[src/rtl/expanda_sequencer.sv]
// Sequencer for the ExpandA matrix. It launches one sampler job per (i, j) entry in
// row-major order and streams the accepted coefficients into the coefficient memory.
module expanda_sequencer #(
    parameter int K      = 4,
    parameter int L      = 4,
    parameter int ADDR_W = 13,
    parameter int COEF_W = 23
) (
    input  logic              clk,
    input  logic              rst,
    input  logic              start_expandA,
    input  logic [255:0]      rho,
    output logic              busy,
    output logic              done_expandA,
    output logic              err,
    output logic              smp_start,
    output logic [271:0]      smp_seed,
    input  logic              smp_coef_valid,
    input  logic [COEF_W-1:0] smp_coef,
    input  logic              smp_done,
    output logic              mem_we,
    output logic [ADDR_W-1:0] mem_addr,
    output logic [COEF_W-1:0] mem_wdata
);

    typedef enum logic [2:0] {
        S_IDLE,
        S_ISSUE,
        S_COLLECT,
        S_NEXT,
        S_DONE
    } state_t;

    localparam logic [7:0] K_LAST = 8'(K - 1);
    localparam logic [7:0] L_LAST = 8'(L - 1);
    localparam logic [8:0] N_FULL = 9'd256;

    state_t       state_q, state_d;
    logic [7:0]   i_q, i_d;
    logic [7:0]   j_q, j_d;
    logic [8:0]   n_q, n_d;
    logic [255:0] rho_q, rho_d;
    logic         err_q, err_d;
    logic         busy_q, busy_d;
    logic         done_q, done_d;
    logic         start_q, start_d;

    logic              coef_wr;
    logic [8:0]        n_inc;
    logic [ADDR_W-1:0] entry_idx;

    always_comb begin
        state_d   = state_q;
        i_d       = i_q;
        j_d       = j_q;
        n_d       = n_q;
        rho_d     = rho_q;
        err_d     = err_q;
        coef_wr   = 1'b0;
        n_inc     = n_q;
        entry_idx = ADDR_W'(i_q) * ADDR_W'(L) + ADDR_W'(j_q);

        case (state_q)
            S_IDLE: begin
                if (start_expandA) begin
                    rho_d   = rho;
                    i_d     = '0;
                    j_d     = '0;
                    n_d     = '0;
                    err_d   = 1'b0;
                    state_d = S_ISSUE;
                end
            end
            S_ISSUE: state_d = S_COLLECT;
            S_COLLECT: begin
                // The write is accounted for first so a simultaneous done sees the new count.
                if (smp_coef_valid) begin
                    if (n_q == N_FULL) begin
                        err_d = 1'b1;
                    end else begin
                        coef_wr = 1'b1;
                        n_inc   = n_q + 9'd1;
                    end
                end
                n_d = n_inc;
                if (smp_done) begin
                    if (n_inc != N_FULL) err_d = 1'b1;
                    state_d = S_NEXT;
                end
            end
            S_NEXT: begin
                n_d = '0;
                if (j_q == L_LAST) begin
                    j_d = '0;
                    i_d = i_q + 8'd1;
                end else begin
                    j_d = j_q + 8'd1;
                end
                state_d = (i_q == K_LAST && j_q == L_LAST) ? S_DONE : S_ISSUE;
            end
            S_DONE:  state_d = S_IDLE;
            default: state_d = S_IDLE;
        endcase

        busy_d  = (state_d != S_IDLE);
        done_d  = (state_d == S_DONE);
        start_d = (state_d == S_ISSUE);
    end

    always_ff @(posedge clk) begin
        if (rst) begin
            state_q <= S_IDLE;
            i_q     <= '0;
            j_q     <= '0;
            n_q     <= '0;
            rho_q   <= '0;
            err_q   <= 1'b0;
            busy_q  <= 1'b0;
            done_q  <= 1'b0;
            start_q <= 1'b0;
        end else begin
            state_q <= state_d;
            i_q     <= i_d;
            j_q     <= j_d;
            n_q     <= n_d;
            rho_q   <= rho_d;
            err_q   <= err_d;
            busy_q  <= busy_d;
            done_q  <= done_d;
            start_q <= start_d;
        end
    end

    // Memory port is gated by the write strobe so it idles at zero between writes.
    assign mem_we       = coef_wr;
    assign mem_addr     = coef_wr ? (entry_idx << 8) + ADDR_W'(n_q) : '0;
    assign mem_wdata    = coef_wr ? smp_coef : '0;
    assign smp_seed     = {i_q, j_q, rho_q};
    assign smp_start    = start_q;
    assign busy         = busy_q;
    assign done_expandA = done_q;
    assign err          = err_q;

endmodule

[config.mk]
export PLATFORM = sky130hd
export DESIGN_NAME = expanda_sequencer
export DESIGN_NICKNAME = d
export VERILOG_FILES = /design/src/rtl/expanda_sequencer.sv
export SDC_FILE = /design/constraint.sdc
export NUM_CORES = 1
export LEC_CHECK = 0
export CAP_MARGIN = 10
export CELL_PAD_IN_SITES_DETAIL_PLACEMENT = 1
export CELL_PAD_IN_SITES_GLOBAL_PLACEMENT = 1
export CORE_AREA = 8 8 225 227
export CTS_CLUSTER_SIZE = 25
export DETAILED_ROUTE_END_ITERATION = 10
export DIE_AREA = 0 0 233 235
export GPL_TIMING_DRIVEN = 0
export PLACE_DENSITY = 0.71
export SYNTH_ARGS = -nofsm -noshare
export SYNTH_HDL_FRONTEND = slang
export SYNTH_SLANG_ARGS = --single-unit
[constraint.sdc]
create_clock -name clk -period 2.95 [get_ports clk]
set_input_delay 0.4425 -clock clk [delete_from_list [all_inputs] [get_ports clk]]
set_output_delay 0.4425 -clock clk [all_outputs]
set_load 0.02 [all_outputs]
; ---- After elaboration in Yosys (flattened, before gate mapping)
; Cells that the tools add are included.
[word_totals]
reg_bits = 288
[classes]
add_sub_neg = 5
n_eq_ne = 11
n_mux = 25
n_reduce_logical = 11
[ops]
columns = cell, count
row1 = 9-bit two-way mux, 4
row2 = 8-bit case mux with 2 select lines, 2
row3 = 9-bit case mux with 3 select lines, 1
row4 = 8-bit two-way mux, 3
row5 = 23-bit two-way mux, 1
row6 = "8-bit by 1-bit adder with 8-bit output, second input constant", 2
row7 = "8-bit by 2-bit == test with 1-bit output, second input constant", 2
row8 = 13-bit by 9-bit adder with 13-bit output, 1
row9 = 13-bit two-way mux, 1
row10 = 3-bit case mux with 4 select lines, 1
row11 = "9-bit by 1-bit adder with 9-bit output, second input constant", 1
row12 = "9-bit == test, second input constant", 1
row13 = 3-bit two-way mux, 3
row14 = "9-bit inequality test, second input constant", 1
row15 = 1-bit two-way mux, 8
row16 = 2-bit AND reduction, 4
row17 = "3-bit by 1-bit == test with 1-bit output, second input constant", 2
row18 = "3-bit by 2-bit == test with 1-bit output, second input constant", 2
row19 = 3-bit nonzero test, 2
row20 = 5-bit adder, 1
row21 = "2-bit inequality test, second input constant", 2
row22 = 2-bit nonzero test, 2
row23 = "3-bit == test, second input constant", 1
row24 = 3-bit logical NOT, 1
row25 = other kinds (3), 3

; ---- Logic depth before layout (Yosys ltp)
; Gate-level depths: netlist of run 1.
[logic_depth]
word_depth = 8
ltp_mapped = 9

; ---- Worst setup path after synthesis of run 1
; OpenSTA, ideal clock, no wires.
[synth_path]
path_kind = reg2out
from = reg n_q[4]
to = out mem_wdata[13]
arrival_ps = 2215
setup_slack_ps = 292
stages_incl_launch_ff = 9
n_path_buf = 3
path_cell_list = dfxtp_1 buf_6 or4_4 or4_4 buf_6 nand3_2 inv_2 clkbuf_1 and2_1
[synth_between]
elab_chain_len = 5
[synth_rtl]
columns = element, line_no
row1 = start: declaration, 41  ; logic [8:0] n_q, n_d;
row2 = start signal: assignment, 125  ; n_q <= n_d;
row3 = 9-bit == test, 78  ; if (n_q == N_FULL) begin
row4 = 1-bit two-way mux, 78
row5 = 1-bit two-way mux, 77  ; if (smp_coef_valid) begin
row6 = 1-bit two-way mux, 63  ; case (state_q)
row7 = net mem_we, 21  ; output logic mem_we,
row8 = 23-bit two-way mux, 137  ; assign mem_wdata = coef_wr ? smp_coef : '0;
row9 = end: declaration, 23  ; output logic [COEF_W-1:0] mem_wdata
; The timed path passes the listed nets, and every way through them passes these cells.

; ---- Worst setup path in the final report of run 1
[layout_path]
from = reg n_q[6]
to = out mem_addr[3]
[layout_between]
elab_chain_len = 5
[layout_rtl]
columns = element, line_no
row1 = 9-bit == test, 78
row2 = 1-bit two-way mux, 78
row3 = 1-bit two-way mux, 77
row4 = 1-bit two-way mux, 63
row5 = 13-bit two-way mux, 136  ; assign mem_addr = coef_wr ? (entry_idx << 8) + ADDR_W'(n_q) : '0;
row6 = end: declaration, 22  ; output logic [ADDR_W-1:0] mem_addr,
; Every way passes these cells.

==> results of run 1 <==
## worst max-delay path, cell delays in order (launching register included)
cell,delay [ns]
dfxtp_4,0.35
or4_4,0.53
or4_4,0.46
nand3_4,0.15
inv_6,0.06
clkbuf_8,0.14
and2_1,0.16
buf_6,0.13
## routing by layer
| metal | global-route usage, % | part of all wire (%) | wire length, um |
|---|---|---|---|
| met2 | 34.1 | 53 | 27900 |
| met1 | 19.5 | 37 | 19800 |
| met4 | 6.28 | 2.8 | 1490 |
| met3 | 5.72 | 7.0 | 3690 |
| met5 | 0 | 0.025 | 13 |
## final timing paths
kind / from / endpoint / depth (start not counted)
worst max-delay path: n_q[6]$_SDFFE_PP0P_ / mem_addr[3] / 7
worst min-delay path: rst / n_q[8]$_SDFFE_PP0P_ / 2
worst max register to register: state_q[2]$_SDFF_PP0_ / rho_q[48]$_SDFFE_PP0P_ / 7
worst min register to register: rho_q[158]$_SDFFE_PP0P_ / rho_q[158]$_SDFFE_PP0P_ / 2
## final cells by class
class	count	area [um^2]
well taps	615	769
clock inverters	9	123
plain buffers	100	409
inverters	5	23.8
repair inverters	1	6.26
multi-input cells	980	4600
clock buffers	51	1050
fillers	5607	28300
repair buffers	605	6050
flip-flops and latches	288	5770
diodes	4	10.0
## state kept, by name, indices dropped and copies added (netlist names)
| signal | flops |
|---|---|
| err | 1 |
| busy | 1 |
| done_expandA | 1 |
| state_q | 3 |
| rho_q | 256 |
| i_q | 8 |
| smp_start | 1 |
| n_q | 9 |
| j_q | 8 |
## layout by cell type (no fill, tap or decap), types with 8 or more instances in the layout
cell,instances
nand2_1,529
clkbuf_1,100
nor3_1,12
o21ai_0,12
and2_4,24
a21oi_1,275
buf_6,29
clkdlybuf4s50_1,558
clkbuf_16,37
nor2_1,33
xnor2_1,8
dfxtp_1,285
nand3_1,9
clkbuf_8,12
## stage by stage
step / util, % / hold WS (ns)
finish: 39.9 / 0.405
global route: 39.9 / 0.442
floorplan: - / 0.491
CTS: 40.0 / 0.385
global placement: 37.0 / 0.441
detailed placement: 37.0 / 0.446
## logic make-up (layout without fill, tap and decap cells)
| kind of cell | after synthesis | in the layout |
|---|---|---|
| XOR/XNOR | 15 | 15 |
| AO/OA/AOI/OAI | 306 | 306 |
| other | 0 | 4 |
| multiplexers | 3 | 3 |
| buffers and inverters | 108 | 771 |
| flip-flops | 288 | 288 |
| adder cells (fa/ha/maj) | 8 | 8 |
| AND/OR/NAND/NOR | 648 | 648 |
## timing repair
item,CTS,global route
pin swaps,23,0
gates resized for setup,241,12
setup endpoints to repair,39,62
hold buffers,0,0
setup buffers,6,0
gates cloned,4,0
## where the power goes
group	switching (mW)	leakage, nW	internal [mW]
combinational	1.32	4.02	1.09
clock	1.71	0.577	2.72
sequential	0.156	2.36	4.18
total	3.19	6.96	7.99
==> out/metrics.cfg, run 1 <==
[sta]
finalHoldViolCount = 0
maxSlewHeadroom_pct = 42.9
min_period_over_period_pct = 99.9
timing.fmax_mhz = 339
finalClockSkew_ns = 0.0116
setup_violations = 0
fin_setup_tns_ns = 0
worst-slew-pin-transition_ns = 0.856
rsz0062_at_grt = true
slew_viol_final = 0
period_minus_slack_ns = 2.95
setup_ws_ns = 0.00429

[pwr]
leakagePower_nw = 6.96
powerDensity_nw_per_um2 = 595
vdd_drop_max_mv = 0.465
design_power_total_mw = 11.2

[detailed_routing]
via_count = 11865
dr.pass1.iters = 4
totalWireLength_um = 52900
avgViaCountPerCell = 4.46
ant_nets = 0
drt_iter0_markers = 410
wl_per_cell_um = 19.9
drc_errors = 0

[yosys]
syn_inst = 1376
yosys-top-cells-area = dfxtp_1, nand2_1, a21oi_1, clkbuf_1, and2_1
ys_ff_latch = 288
synthAdderAreaFrac_pct = 1.00
yosys_warnings = 0
yosys.area_share.xor_xnor_pct = 1.23
synth_top_area_share_pct = 53.8
async_flop_share_pct = 0
synth_top_family_by_area = simple AND/OR/NAND/NOR gates
yosysTopAreaCell = dfxtp_1
yosys-top-cells-count = nand2_1, dfxtp_1, a21oi_1
synth-seq-area-share_pct = 53.8
synth-edff-count = 0
yosys.cell_types.count = 46
yosys-mux-area-fraction_pct = 0.304
synth_area_um2 = 10700
synth-main-ff-cell = dfxtp_1
synth_nets = 1668
syn_avg_cell_area_um2 = 7.79
synthSimpleGateAreaFrac_pct = 24.9
synth_compound_area_share_pct = 14.8
synthMostInstantiatedCell = nand2_1

[placed_design]
place_area_um2 = 17400
preCtsSetupSlack_ns = -0.389
place.gp.congestion = 0.838
hpwl_um = 41800
io_buffers = 595
placed_cells = 2587

[setup_path]
worstPathArrival_ns = 2.50
end_kind = output pin
cp_max_fo = 5
critPathLaunchType = flop
path_class = flop to output pin
critPathRequiredTime_ns = 2.51
reg2reg_slack_ns = 0.31

[floorplanning]
dieArea_um2 = 54800
die_w_um = 233
io_pins = 597
design.core.area_um2 = 47100
initial_core_util_pct = 22.7
die_h_um = 235
rows = 80

[cts]
clk_path_buf_depth = 3
cts_buffers = 36
clk_pin_slew_ns = 0.05
cts_tree = done
cts_sinks = 288
cts_root_buffer = clkbuf_16
htree_levels = 2
clock_latency_ns = 0.53

[grt]
grt_pass1_vias = 12684
antenna_found_initial = 5
grt_use_total_pct = 18.5
grt_pass1_wl_um = 78200
grt_start_max_net_pins = 13
grt.overflow.total = 0

[flow_run]
cap_viol_max_count = 0

[layout]
synthToLayoutAreaGrowth_pct = 75.6
nNetsFinal = 2309
final_cells = 2658
final_area_um2 = 18800
layout-drive-gt1-share_pct = 7.01

[status]
outcome = finished clean

[worst_hold_path]
min-delay-path-class = primary input to flop

(Power assumes the default switching activity.)
==> run 2, diff against run 1 <==
--- a/config.mk
+++ b/config.mk
@@ -17,3 +17,4 @@
 export SYNTH_ARGS = -nofsm -noshare
 export SYNTH_HDL_FRONTEND = slang
 export SYNTH_SLANG_ARGS = --single-unit
+export TNS_END_PERCENT = 1
==> run 2 against run 1 <==
Effect of this change: non-clock buffer count shrank 1; design area is the same; flip-flop and latch count is the same; sequential share of layout area is the same; first-iteration DRC count shrank 5.9%; power is essentially flat; via count shrank 0.13%; clock power is essentially flat; largest cell class unchanged; clock skew shrank 0.0012 ns; register-to-register slack is essentially flat; die area is the same; cell count is essentially flat.
==> out/metrics.cfg, run 2 (same netlist as run 1, synthesis figures left out) <==
[status]
outcome = finished clean

[layout]
regMostFlops = rho_q
largest_register_ffs = 256  ; unchanged
fill_cells = 5608  ; +0.018%
synthToLayoutAreaGrowth_pct = 75.6  ; unchanged
layout-drive-gt1-share_pct = 7.07  ; +0.053 points
final_common_cell = clkdlybuf4s50_1
reg.largest.list = rho_q x256, n_q x9
layout_common_cells = clkdlybuf4s50_1, nand2_1, dfxtp_1, a21oi_1, clkbuf_1
final_cells = 2657  ; -0.038%
seq_area_um2 = 5770  ; unchanged
nNetsFinal = 2308  ; -0.043%
multi_input_area_um2 = 4600  ; +0.11%

[detailed_routing]
drc_errors = 0  ; unchanged
wl_per_cell_um = 19.9  ; about the same
avgViaCountPerCell = 4.46  ; about the same
via_count = 11849  ; -0.13%
dr.pass1.iters = 4  ; unchanged
totalWireLength_um = 52900  ; about the same
ant_nets = 0  ; unchanged
drt_iter0_markers = 386  ; -5.9%

[pwr]
p_seq_share_pct = 38.8  ; about the same
powerDensity_nw_per_um2 = 595  ; about the same
combPwrFrac_pct = 21.6  ; about the same
design_power_total_mw = 11.2  ; about the same
p_int_mw = 7.99  ; about the same
vdd_drop_max_mv = 0.465  ; about the same
p_sw_mw = 3.19  ; +0.11%
power_frac_clock_pct = 39.7  ; about the same
p_sw_share_pct = 28.6  ; about the same
leakagePower_nw = 6.96  ; about the same

[setup_path]
cp_slowest_cell = or4_4
cp_max_fo = 5  ; unchanged
critical_path.most_common_cell = or4_4
worstPathArrival_ns = 2.49  ; about the same
cpPeakStageDelay_ns = 0.53  ; about the same
critPathRequiredTime_ns = 2.51  ; about the same
end_kind = output pin
path_cells = or4_4, or4_4, nand3_4, inv_6, clkbuf_8, and2_4, buf_6
path_class = flop to output pin
critPathLaunchType = flop

[grt]
grt_use_total_pct = 18.5  ; about the same
grt_start_max_net_pins = 13  ; unchanged
grt.overflow.total = 0  ; unchanged
antenna_found_initial = 5  ; unchanged
grt_pass1_wl_um = 78200  ; about the same
grt_pass1_vias = 12689  ; +0.039%

[sta]
period_minus_slack_ns = 2.93  ; -0.0145 ns
timing.fmax_mhz = 341  ; +0.50%
finalClockSkew_ns = 0.0104  ; -0.00119 ns
timing.hold.ws_ns = 0.402  ; -0.00348 ns
rsz0062_at_grt = true
worst-slew-pin-transition_ns = 0.881  ; +0.0251 ns
slew_viol_final = 0  ; unchanged
maxSlewHeadroom_pct = 41.2  ; -1.7 points
min_period_over_period_pct = 99.4  ; -0.49 points
finalHoldViolCount = 0  ; unchanged
setup_violations = 0  ; unchanged
fin_setup_tns_ns = 0  ; unchanged

[cts]
htree_levels = 2  ; unchanged
clock_latency_ns = 0.53  ; about the same
cts_root_buffer = clkbuf_16
clk_path_buf_depth = 3  ; unchanged
cts_tree = done
holdBufCountCts = 0  ; unchanged
cts_sinks = 288  ; unchanged
cts_buffers = 36  ; unchanged
clk_pin_slew_ns = 0.05  ; about the same

[floorplanning]
die_w_um = 233  ; unchanged
dieArea_um2 = 54800  ; unchanged
initial_core_util_pct = 22.7  ; unchanged
rows = 80  ; unchanged
design.core.area_um2 = 47100  ; unchanged
die_h_um = 235  ; unchanged
io_pins = 597  ; unchanged

[placed_design]
place.gp.congestion = 0.838  ; unchanged
io_buffers = 595  ; unchanged
placed_cells = 2587  ; unchanged
hpwl_um = 41800  ; unchanged

[flow_run]
cap_viol_max_count = 0  ; unchanged

[worst_hold_path]
min-delay-path-class = primary input to flop

## run 2: cell count changes in the layout (fill, tap and decap cells not counted)
cell      delta
and2_1       -2
and2_4       +2
buf_8        +2
clkbuf_8     -2
buf_4        -1
## run 2: through the flow
stage | instance area, um^2 | worst slack [ns] | utilization, %
finish | 18800 | 0.0188 | 39.9
global route | 18800 | -0.0527 | 39.9
CTS | 18800 | -0.0262 | 39.9
detailed placement | 17400 | -0.389 | 37.0
global placement | 17400 | -0.742 | 37.0
floorplan | 10700 | 0.292 | -
## run 2: per-layer routing
layer | vias to the layer above | part of all wire, % | global-route usage (%)
met5 | - | 0.025 | 0
met4 | 2 | 2.8 | 6.28
met3 | 77 | 7.2 | 5.72
met2 | 330 | 53 | 34.1
met1 | 5688 | 37 | 19.4
li1 | 5752 | - | -
## run 2: final timing paths
check                                             start                      end  cells after the start  slack [ns]
worst max-delay path                n_q[6]$_SDFFE_PP0P_             mem_wdata[6]                      7        0.02
worst min-delay path                                rst      n_q[8]$_SDFFE_PP0P_                      2        0.40
worst max register to register    state_q[0]$_SDFF_PP0_   rho_q[48]$_SDFFE_PP0P_                      7        0.30
worst min register to register  rho_q[158]$_SDFFE_PP0P_  rho_q[158]$_SDFFE_PP0P_                      2        0.45
## run 2: area by class of cell
class | count | share of cell area, %
timing repair buffer | 604 | 32.1
sequential | 288 | 30.7
multi-input combinational | 980 | 24.5
clock buffer | 51 | 5.57
tap | 615 | 4.09
buffer | 100 | 2.18
clock inverter | 9 | 0.652
inverter | 5 | 0.126
antenna | 4 | 0.0532
timing repair inverter | 1 | 0.0333
## run 2: power groups by stage
stage | Clock, mW | Sequential (mW) | Combinational, mW
after floorplan | 0 | 4.75 | 0.699
after CTS | 4.57 | 4.34 | 2.45
after detailed placement | 0 | 4.42 | 2.41
final | 4.44 | 4.34 | 2.41
after global routing | 4.73 | 4.37 | 2.60
after global placement | 0 | 4.40 | 2.36
## run 2: worst max-delay path, delay by kind of cell, from the launching register on
| family | cells | cell delay [ns] |
|---|---|---|
| DFF | 1 | 0.35 |
| buffers and inverters | 3 | 0.35 |
| and+or+nand+nor | 4 | 1.27 |
## run 2: timing repair
action                                  4_1_cts  5_1_grt
pin swaps                                    22        1
endpoints found under the setup margin       39       62
resized for setup                           242       15
setup buffers                                 5        0
cloned                                        4        0
